==> src/rtl/pc_sequencer.sv <==
// pc_sequencer: architectural PC, branch redirect with younger-slot squash, and BL link write
module pc_sequencer #(
  parameter int PC_W = 16,
  parameter logic [PC_W-1:0] RESET_PC = '0,
  parameter int FLUSH_SLOTS = 2
) (
  input  logic            clk,
  input  logic            resetn,
  input  logic            stall,
  input  logic            taken,
  input  logic            is_bl,
  input  logic            is_bx,
  input  logic [PC_W-1:0] branch_pc,
  input  logic [PC_W-1:0] offset,
  input  logic [PC_W-1:0] reg_target,
  output logic [PC_W-1:0] pc,
  output logic            fetch_valid,
  output logic            flush,
  output logic            link_we,
  output logic [PC_W-1:0] link_data
);
  typedef enum logic {RUN, FLUSH} state_t;
  state_t state, state_n;
  logic [2:0] cnt, cnt_n;
  logic [PC_W-1:0] pc_n, link_data_n, ret, target, pc_inc;
  logic link_we_n;
  assign ret = branch_pc + PC_W'(1);
  assign target = is_bx ? reg_target : ret + offset;
  assign pc_inc = pc + PC_W'(1);
  assign fetch_valid = state == RUN;
  assign flush = state == FLUSH;
  // A taken seen in FLUSH belongs to a squashed instruction and is dropped.
  always_comb begin
    state_n = state;
    cnt_n = cnt;
    pc_n = pc;
    link_we_n = 1'b0;
    link_data_n = link_data;
    if (state == RUN) begin
      if (taken) begin
        state_n = FLUSH;
        cnt_n = 3'(FLUSH_SLOTS);
        pc_n = target;
        link_we_n = is_bl;
        link_data_n = is_bl ? ret : link_data;
      end else begin
        pc_n = stall ? pc : pc_inc;
      end
    end else if (!stall) begin
      cnt_n = cnt - 3'd1;
      pc_n = pc_inc;
      state_n = cnt == 3'd1 ? RUN : FLUSH;
    end
  end
  always_ff @(posedge clk or negedge resetn) begin
    if (!resetn) begin
      state <= RUN;
      cnt <= '0;
      pc <= RESET_PC;
      link_we <= 1'b0;
      link_data <= '0;
    end else begin
      state <= state_n;
      cnt <= cnt_n;
      pc <= pc_n;
      link_we <= link_we_n;
      link_data <= link_data_n;
    end
  end
endmodule

==> config.mk <==
export PLATFORM = sky130hd
export DESIGN_NAME = pc_sequencer
export DESIGN_NICKNAME = d
export VERILOG_FILES = /design/src/rtl/pc_sequencer.sv
export SDC_FILE = /design/constraint.sdc
export NUM_CORES = 1
export LEC_CHECK = 0
export CORE_ASPECT_RATIO = 2
export CORE_MARGIN = 10
export CORE_UTILIZATION = 49
export CTS_BUF_LIST = sky130_fd_sc_hd__clkbuf_8
export DETAILED_ROUTE_END_ITERATION = 8
export GPL_ROUTABILITY_DRIVEN = 0
export MAX_ROUTING_LAYER = met4
export PLACE_DENSITY = 0.83
export SLEW_MARGIN = 40
export SYNTH_ARGS = -nofsm -noshare
export SYNTH_HDL_FRONTEND = slang
export SYNTH_SLANG_ARGS = --single-unit
==> constraint.sdc <==
create_clock -name clk -period 2.1 [get_ports clk]
set_input_delay 0.63 -clock clk [delete_from_list [all_inputs] [get_ports clk]]
set_output_delay 0.63 -clock clk [all_outputs]
set_load 0.01 [all_outputs]
# Word level (Yosys, flattened, before mapping)
# Index checks and enable logic that the tools add are counted.
# W data, S select, Z words.
# word_totals
register_bits	37
in_bits	54
out_inout_bits	35
# op_classes
add_sub_neg	4
n_eq_ne	2
n_mux	13
bitwise_logic	1
n_reduce_logical	3
# op_table
cell	n
$mux W16	4
$add A16 B1 Y16 const B	2
$add A16 B16 Y16	1
$mux W3	3
$mux W1	6
$eq A3 B1 Y1 const B	1
$reduce_and A3 Y1	1
$sub A3 B1 Y3 const B	1
$ne A2 B2 Y1 const B	1
$reduce_and A2 Y1	1
$reduce_bool A2 Y1	1
$not A1 Y1	1

# Longest topological paths before layout
# Gate-level depths: netlist (run 1).
# logic_depth
ltp_word	5
ltp_mapped	12
depth_no_buf	12

# Worst setup path before layout (run 1)
# No wires, ideal clock.
# synth_timing
kind	input port to flip-flop
from	input port branch_pc[4]
to	register pc[15]
arrival_ps	2713
setup_slack_ps	-717
path_stages	11
n_path_buf	0
cell_sequence	and4_4 and4_4 nand3_1 xnor2_1 ha_1 a21o_1 nand2b_1 o2111ai_1 a22oi_2 xnor2_1 a221oi_1
# synth_via
elab_chain_cells	5
# synth_rtl
element	line_no	source
start: declaration	13	input logic [PC_W-1:0] branch_pc,
$add A16 B1 Y16	27	assign ret = branch_pc + PC_W'(1);
net ret[10]	25	logic [PC_W-1:0] pc_n, link_data_n, ret, target, pc_inc;
$add A16 B16 Y16	28	assign target = is_bx ? reg_target : ret + offset;
$mux W16	28	
$mux W16	40	if (taken) begin
$mux W16	39	if (state == RUN) begin
net pc_n[15]	25	
end signal: assignment	65	pc <= pc_n;
end: declaration	16	output logic [PC_W-1:0] pc,
# The timed path passes the listed nets, and every way through them passes these cells.
# A chain may end at the register's enable or synchronous reset.

# Final worst setup path (run 1)
# layout_timing
from	input port branch_pc[7]
to	register pc[13]
# The elaborated chain is that of the path after synthesis.

==> flow_metrics.env, run 1 <==
export IMPL_grt_pass1_wl_um=18420
export IMPL_clock_sinks=37
export IMPL_nets=591
export IMPL_ctsHoldBuffers=0
export IMPL_ys_ff_latch=37
export IMPL_violations="negative setup slack"
export IMPL_synth_edff_count=0
export IMPL_routed_wirelength_um=14920
export IMPL_synthArstFlopShare_pct=100.0
export IMPL_cts_made_buffers=5
export IMPL_setup_violations=12
export IMPL_synth_cells=324
export IMPL_die_w_um=75.32
export IMPL_cp_required_ns=2.29
export IMPL_pwr_share_comb_pct=58.1
export IMPL_p_sw_uw=1871
export IMPL_htree_levels=2
export IMPL_rsz0062_at_grt="true"
export IMPL_clkLatencyLatePin_ns=0.31
export IMPL_synth_flop_cell="dfrtp_1"
export IMPL_ant_nets=0
export IMPL_viasPerCell=6.355
export IMPL_die_y_um=130.6
export IMPL_grt_pass1_vias=3728
export IMPL_cp_max_fo=3
export IMPL_finClkSkew_ns=0.003982
export IMPL_ys_types=64
export IMPL_end_kind="register"
export IMPL_dr_pass1_iters=7
export IMPL_fin_cells=577
export IMPL_fmax_mhz=351.4
export IMPL_status="finished, violations left"
export IMPL_worstPathArrival_ns=3.04
export IMPL_tightest_slew_ns=0.5750
export IMPL_p_int_uw=2811
export IMPL_cts_tree="done"
export IMPL_slew_headroom_pct=61.26
export IMPL_ys_seq_area_share_pct=30.87
export IMPL_grtUsageTotal_pct=25.12
export IMPL_grt_max_degree=38
export IMPL_setup_worst_path_start_class="primary input"
export IMPL_syn_nets=402
export IMPL_io_buffers=88
export IMPL_core_um2=6006
export IMPL_dieArea_um2=9840
export IMPL_hold_path_class="primary input to asynchronous set/reset pin"
export IMPL_drive_gt1_share_pct=42.80
export IMPL_setup_tns_ns=-5.707
export IMPL_finalHoldViolations=0
export IMPL_io_pins=89
export IMPL_clkTransAtPathRegs_ns=0.07
export IMPL_fp_row_count=40
export IMPL_vias=3667
export IMPL_clockPowerShare_pct=12.2
export IMPL_drt_iter0_markers=463
export IMPL_p_leak_uw=0.002346
export IMPL_remaining_drc_errors=0
export IMPL_root_buffer="clkbuf_8"
export IMPL_wire_per_inst_um=25.85
export IMPL_fin_ws_ns=-0.7459
export IMPL_dp_hpwl_um=8043
export IMPL_peakVddDrop_mv=0.7611
export IMPL_cts_path_max_buffers=2
export IMPL_grt_overflow_total=0
export IMPL_syn2layout_area_growth_pct=80.93
export IMPL_finalCritPeriodShare_pct=135.5
export IMPL_cap_violations=0
export IMPL_start_util_pct=49.94
export IMPL_p_seq_share_pct=29.7
export IMPL_period_needed_ns=2.846
export IMPL_power_density_nw_per_um2=862.8
export IMPL_drv_slew=0
export IMPL_crit_type="primary input to register"
export IMPL_power_share_switching_pct=39.96
export IMPL_antenna_cells=0
export IMPL_antenna_found_initial=0
export IMPL_syn_area_um2=2999
export IMPL_ys_warn_count=0
export IMPL_place_inst=546
export IMPL_syn_area_per_cell_um2=9.257
-- cell usage in the layout (no fill, tap or decap), types with 5 or more instances in the layout --
cell,count
a21oi_2,5
xnor2_1,14
xnor2_2,5
buf_6,14
buf_4,92
xor2_1,11
ha_4,10
a21oi_1,12
ha_1,10
a21o_1,5
nor2_1,17
mux2_2,9
clkdlybuf4s50_1,72
nand3_1,6
a21oi_4,5
o21ai_0,8
clkbuf_8,7
and3_1,6
o21ai_1,5
nor3_1,5
dfrtp_1,37
nand2_1,31
-- metal layers --
| metal | vias to the layer above | share of wire (%) | track usage (%) |
|---|---|---|---|
| met5 | - | 0 | - |
| met4 | 0 | 7.0 | 17.05 |
| met3 | 82 | 6.6 | 5.438 |
| met2 | 235 | 51 | 43.28 |
| met1 | 1806 | 35 | 23.88 |
| li1 | 1544 | - | - |
-- layout make-up --
cell class                      count  area (µm²)
Clock buffer                        7       96.34
Clock inverter                      1       5.005
Fill cell                         232       579.3
Inverter                            6       22.52
Multi-Input combinational cell    272        2599
Sequential cell                    37       925.9
Tap cell                           63       78.83
Timing Repair Buffer              191        1699
-- Yosys cell counts, types with 7 or more instances --
library cell | count | share of area, %
nand2_1 | 37 | 4.6
a21oi_1 | 21 | 3.5
nor3_1 | 8 | 1.3
xnor2_1 | 21 | 6.1
ha_1 | 23 | 9.6
dfrtp_1 | 37 | 31
and3_1 | 7 | 1.5
nand3_1 | 9 | 1.5
mux2_2 | 9 | 3.4
o21ai_0 | 11 | 1.8
nor2_1 | 22 | 2.8
xor2_1 | 17 | 5.0
-- power groups by stage --
| stage | logic, µW | clock network [µW] | registers [µW] |
|---|---|---|---|
| after floorplan | 969 | 0 | 1460 |
| after global placement | 2220 | 0 | 1340 |
| after detailed placement | 2290 | 0 | 1360 |
| after CTS | 2410 | 570 | 1350 |
| after global routing | 2870 | 603 | 1430 |
| final | 2720 | 573 | 1390 |
-- timing repair --
action / 4_1_cts / 5_1_grt
buffers inserted: 15 / 9
setup endpoints to repair: 16 / 13
gates resized for setup: 88 / 53
pin swaps: 48 / 38
-- flip-flops by register name, summed over array words and instances, names as in the netlist --
register   flops
link_data     16
cnt            3
flush          1
link_we        1
pc            16
-- worst max-delay path, stage by stage --
cell	delay, ns
clkdlybuf4s15_1	0.25
and2_4	0.20
nand3_4	0.09
buf_4	0.17
xnor2_2	0.24
ha_2	0.26
buf_4	0.13
a221oi_2	0.07
o21ai_2	0.22
o31ai_4	0.13
a21oi_1	0.26
and3_1	0.29
nor3_2	0.07
-- logic make-up after synthesis --
kind of cell | synth area share (%)
and+or+nand+nor | 19.27
AOI/OAI and AO/OA | 19.36
xor gates and xnor gates | 11.89
DFF | 30.87
adders and majority gates | 10.26
muxes | 6.341
buffers and inverters | 2.002
-- final timing paths --
kind / from / endpoint / slack (ns) / depth (start not counted)
worst min-delay path: resetn / pc[2]$_DFF_PN0_ / 0.39 / 2
worst max register to register: pc[0]$_DFF_PN0_ / pc[14]$_DFF_PN0_ / 0.22 / 8
worst max-delay path: branch_pc[7] / pc[13]$_DFF_PN0_ / -0.75 / 13
min in group clk: link_data[11]$_DFFE_PN0P_ / link_data[11]$_DFFE_PN0P_ / 0.51 / 1
worst min register to register: link_data[11]$_DFFE_PN0P_ / link_data[11]$_DFFE_PN0P_ / 0.51 / 1
max in group asynchronous: resetn / pc[11]$_DFF_PN0_ / 1.38 / 2
-- metrics by stage --
step	util, %	cell area (µm²)	total power [µW]	hold WS, ns	setup WS [ns]
2_1_floorplan	-	3115	2433	0.3344	-0.6122
3_3_place_gp	77.04	4627	3559	0.4631	-1.260
3_5_place_dp	77.04	4627	3647	0.4792	-1.408
4_1_cts	84.46	5072	4332	0.3785	-0.5755
5_1_grt	90.35	5426	4900	0.3982	-0.8075
6_report	90.35	5426	4682	0.3866	-0.7459
(Power assumes the default switching activity.)
==> inputs of run 2 (changes only) <==
Settings changed: CORE_UTILIZATION 49 to 45, PLACE_DENSITY 0.83 to 0.8.
Clock period 2.1 ns to 2.5 ns, I/O delays scaled along.
==> run 2 against run 1 <==
Against the previous run:
- the run still ends with negative setup slack left
- sequential cell count stayed put
- clock power is 29% lower
- critical path depth up 1
- first-iteration DRC count fell by 47%
- sequential share of layout area rose by 0.51 points
- register-to-register slack better by 0.42 ns
- clock skew grew 0.0090 ns
- count of clock-buffer cells in the layout is 2 lower
- cell count increased by 1.7%
- critical path type unchanged
- largest cell class unchanged
- highest routed layer unchanged
==> flow_metrics.env, run 2 (same netlist as run 1, synthesis figures left out) <==
export IMPL_period_needed_ns=2.874
export IMPL_hold_path_class="primary input to asynchronous set/reset pin"
export IMPL_dr_pass1_iters=6
export IMPL_setup_worst_path_start_class="primary input"
export IMPL_antenna_cells=0
export IMPL_slew_headroom_pct=66.16
export IMPL_power_density_nw_per_um2=691.8
export IMPL_final_cell_mix="81 x buf_4, 71 x clkdlybuf4s50_1, 37 x dfrtp_1"
export IMPL_total_power_uw=3644
export IMPL_finClkSkew_ns=0.01297
export IMPL_viasPerCell=5.806
export IMPL_grtUsageTotal_pct=21.27
export IMPL_violations="negative setup slack"
export IMPL_antenna_found_initial=0
export IMPL_fp_row_count=42
export IMPL_core_um2=6569
export IMPL_die_y_um=135.5
export IMPL_end_kind="register"
export IMPL_drt_iter0_markers=247
export IMPL_nets=578
export IMPL_cts_made_buffers=5
export IMPL_ctsHoldBuffers=0
export IMPL_drive_gt1_share_pct=38.48
export IMPL_clock_sinks=37
export IMPL_clkTransAtPathRegs_ns=0.08
export IMPL_cap_violations=0
export IMPL_grt_overflow_total=0
export IMPL_worstPathArrival_ns=3.07
export IMPL_root_buffer="clkbuf_8"
export IMPL_cp_max_fo=4
export IMPL_tightest_slew_ns=0.5076
export IMPL_setup_tns_ns=-1.397
export IMPL_dp_hpwl_um=8100
export IMPL_peakVddDrop_mv=0.4968
export IMPL_grt_pass1_wl_um=17330
export IMPL_ant_nets=0
export IMPL_cts_path_max_buffers=2
export IMPL_multi_input_area_um2=2539
export IMPL_routed_wirelength_um=12260
export IMPL_finalHoldViolations=0
export IMPL_fmax_mhz=347.9
export IMPL_start_util_pct=45.66
export IMPL_remaining_drc_errors=0
export IMPL_die_w_um=77.73
export IMPL_drv_slew=0
export IMPL_p_leak_uw=0.002258
export IMPL_syn2layout_area_growth_pct=75.64
export IMPL_grt_pass1_vias=3546
export IMPL_final_common_cell="buf_4"
export IMPL_n_fill_cell=389
export IMPL_io_pins=89
export IMPL_cts_tree="done"
export IMPL_rsz0062_at_grt="true"
export IMPL_status="finished, violations left"
export IMPL_dieArea_um2=10530
export IMPL_top_regs="link_data (16), pc (16), cnt (3)"
export IMPL_fin_ws_ns=-0.3741
export IMPL_clkLatencyLatePin_ns=0.31
export IMPL_seq_area_um2=925.9
export IMPL_cp_required_ns=2.70
export IMPL_crit_type="primary input to register"
export IMPL_io_buffers=88
export IMPL_finalCritPeriodShare_pct=115.0
export IMPL_vias=3408
export IMPL_wire_per_inst_um=20.89
export IMPL_grt_max_degree=38
export IMPL_setup_violations=8
export IMPL_htree_levels=2
==> run 2: changes by cell type in the layout (fill, tap and decap cells not counted), moves of 3 or more <==
cell and change:
buf_4 -11, xnor2_2 -4, a21oi_4 -3, clkdlybuf4s15_1 -3
==> run 2: area by class of cell <==
| type | instances | share of cell area (%) |
|---|---|---|
| clock buffer | 5 | 1.306 |
| timing repair buffer | 178 | 30.31 |
| clock inverter | 1 | 0.09501 |
| multi-input combinational | 272 | 48.19 |
| tap | 88 | 2.090 |
| sequential | 37 | 17.58 |
| inverter | 6 | 0.4276 |
==> run 2: path summary, 6_finish.rpt <==
check / slack (ns) / from / end / cells after the start
setup reg to reg: 0.64 / pc[0]$_DFF_PN0_ / pc[14]$_DFF_PN0_ / 8
min in group clk: 0.49 / link_data[6]$_DFFE_PN0P_ / link_data[6]$_DFFE_PN0P_ / 1
max in group asynchronous: 1.73 / resetn / link_data[6]$_DFFE_PN0P_ / 1
hold / removal: 0.40 / resetn / pc[11]$_DFF_PN0_ / 1
hold reg to reg: 0.49 / link_data[6]$_DFFE_PN0P_ / link_data[6]$_DFFE_PN0P_ / 1
setup / recovery: -0.37 / branch_pc[5] / pc[13]$_DFF_PN0_ / 14
==> run 2: power breakdown <==
group	total [µW]	switching, µW	internal, µW	leakage (µW)
registers	1140	259	885	0.000440
clock network	405	222	183	0.0000399
logic	2090	919	1180	0.00178
total	3640	1400	2240	0.00226
==> run 2: per-layer routing <==
layer	GRT usage, %	part of all wire (%)	vias up
li1	-	-	1524
met1	18.70	34	1649
met2	39.39	55	164
met3	4.787	4.6	71
met4	13.27	6.7	0
met5	-	0	-
==> run 2: critical path, stage by stage <==
cell and delay [ns]:
buf_6 0.07, and4_4 0.23, and4_4 0.30, nand2_4 0.08, nor2_4 0.10, xor2_2 0.23, ha_4 0.20, buf_4 0.14
nand2_1 0.07, o21ai_1 0.18, o31ai_2 0.10, a21oi_1 0.28, and3_1 0.27, nor3_1 0.06
==> run 2: through the flow <==
step	std cells	utilization [%]	setup slack [ns]	hold WS [ns]	instance area (µm²)
after CTS	575	74.72	-0.2496	0.4934	4908
after global routing	587	80.19	-0.4324	0.4298	5268
final	587	80.19	-0.3741	0.3976	5268
after global placement	559	69.33	-1.003	0.4594	4554
after detailed placement	559	69.33	-1.129	0.4691	4554
after floorplan	324	-	-0.3322	0.4544	3089
==> run 2: what timing repair did <==
item / CTS / global route
pin swaps: 39 / 36
gates cloned: 0 / 0
gates resized for setup: 76 / 55
setup endpoints to repair: 14 / 11
buffers inserted: 10 / 12
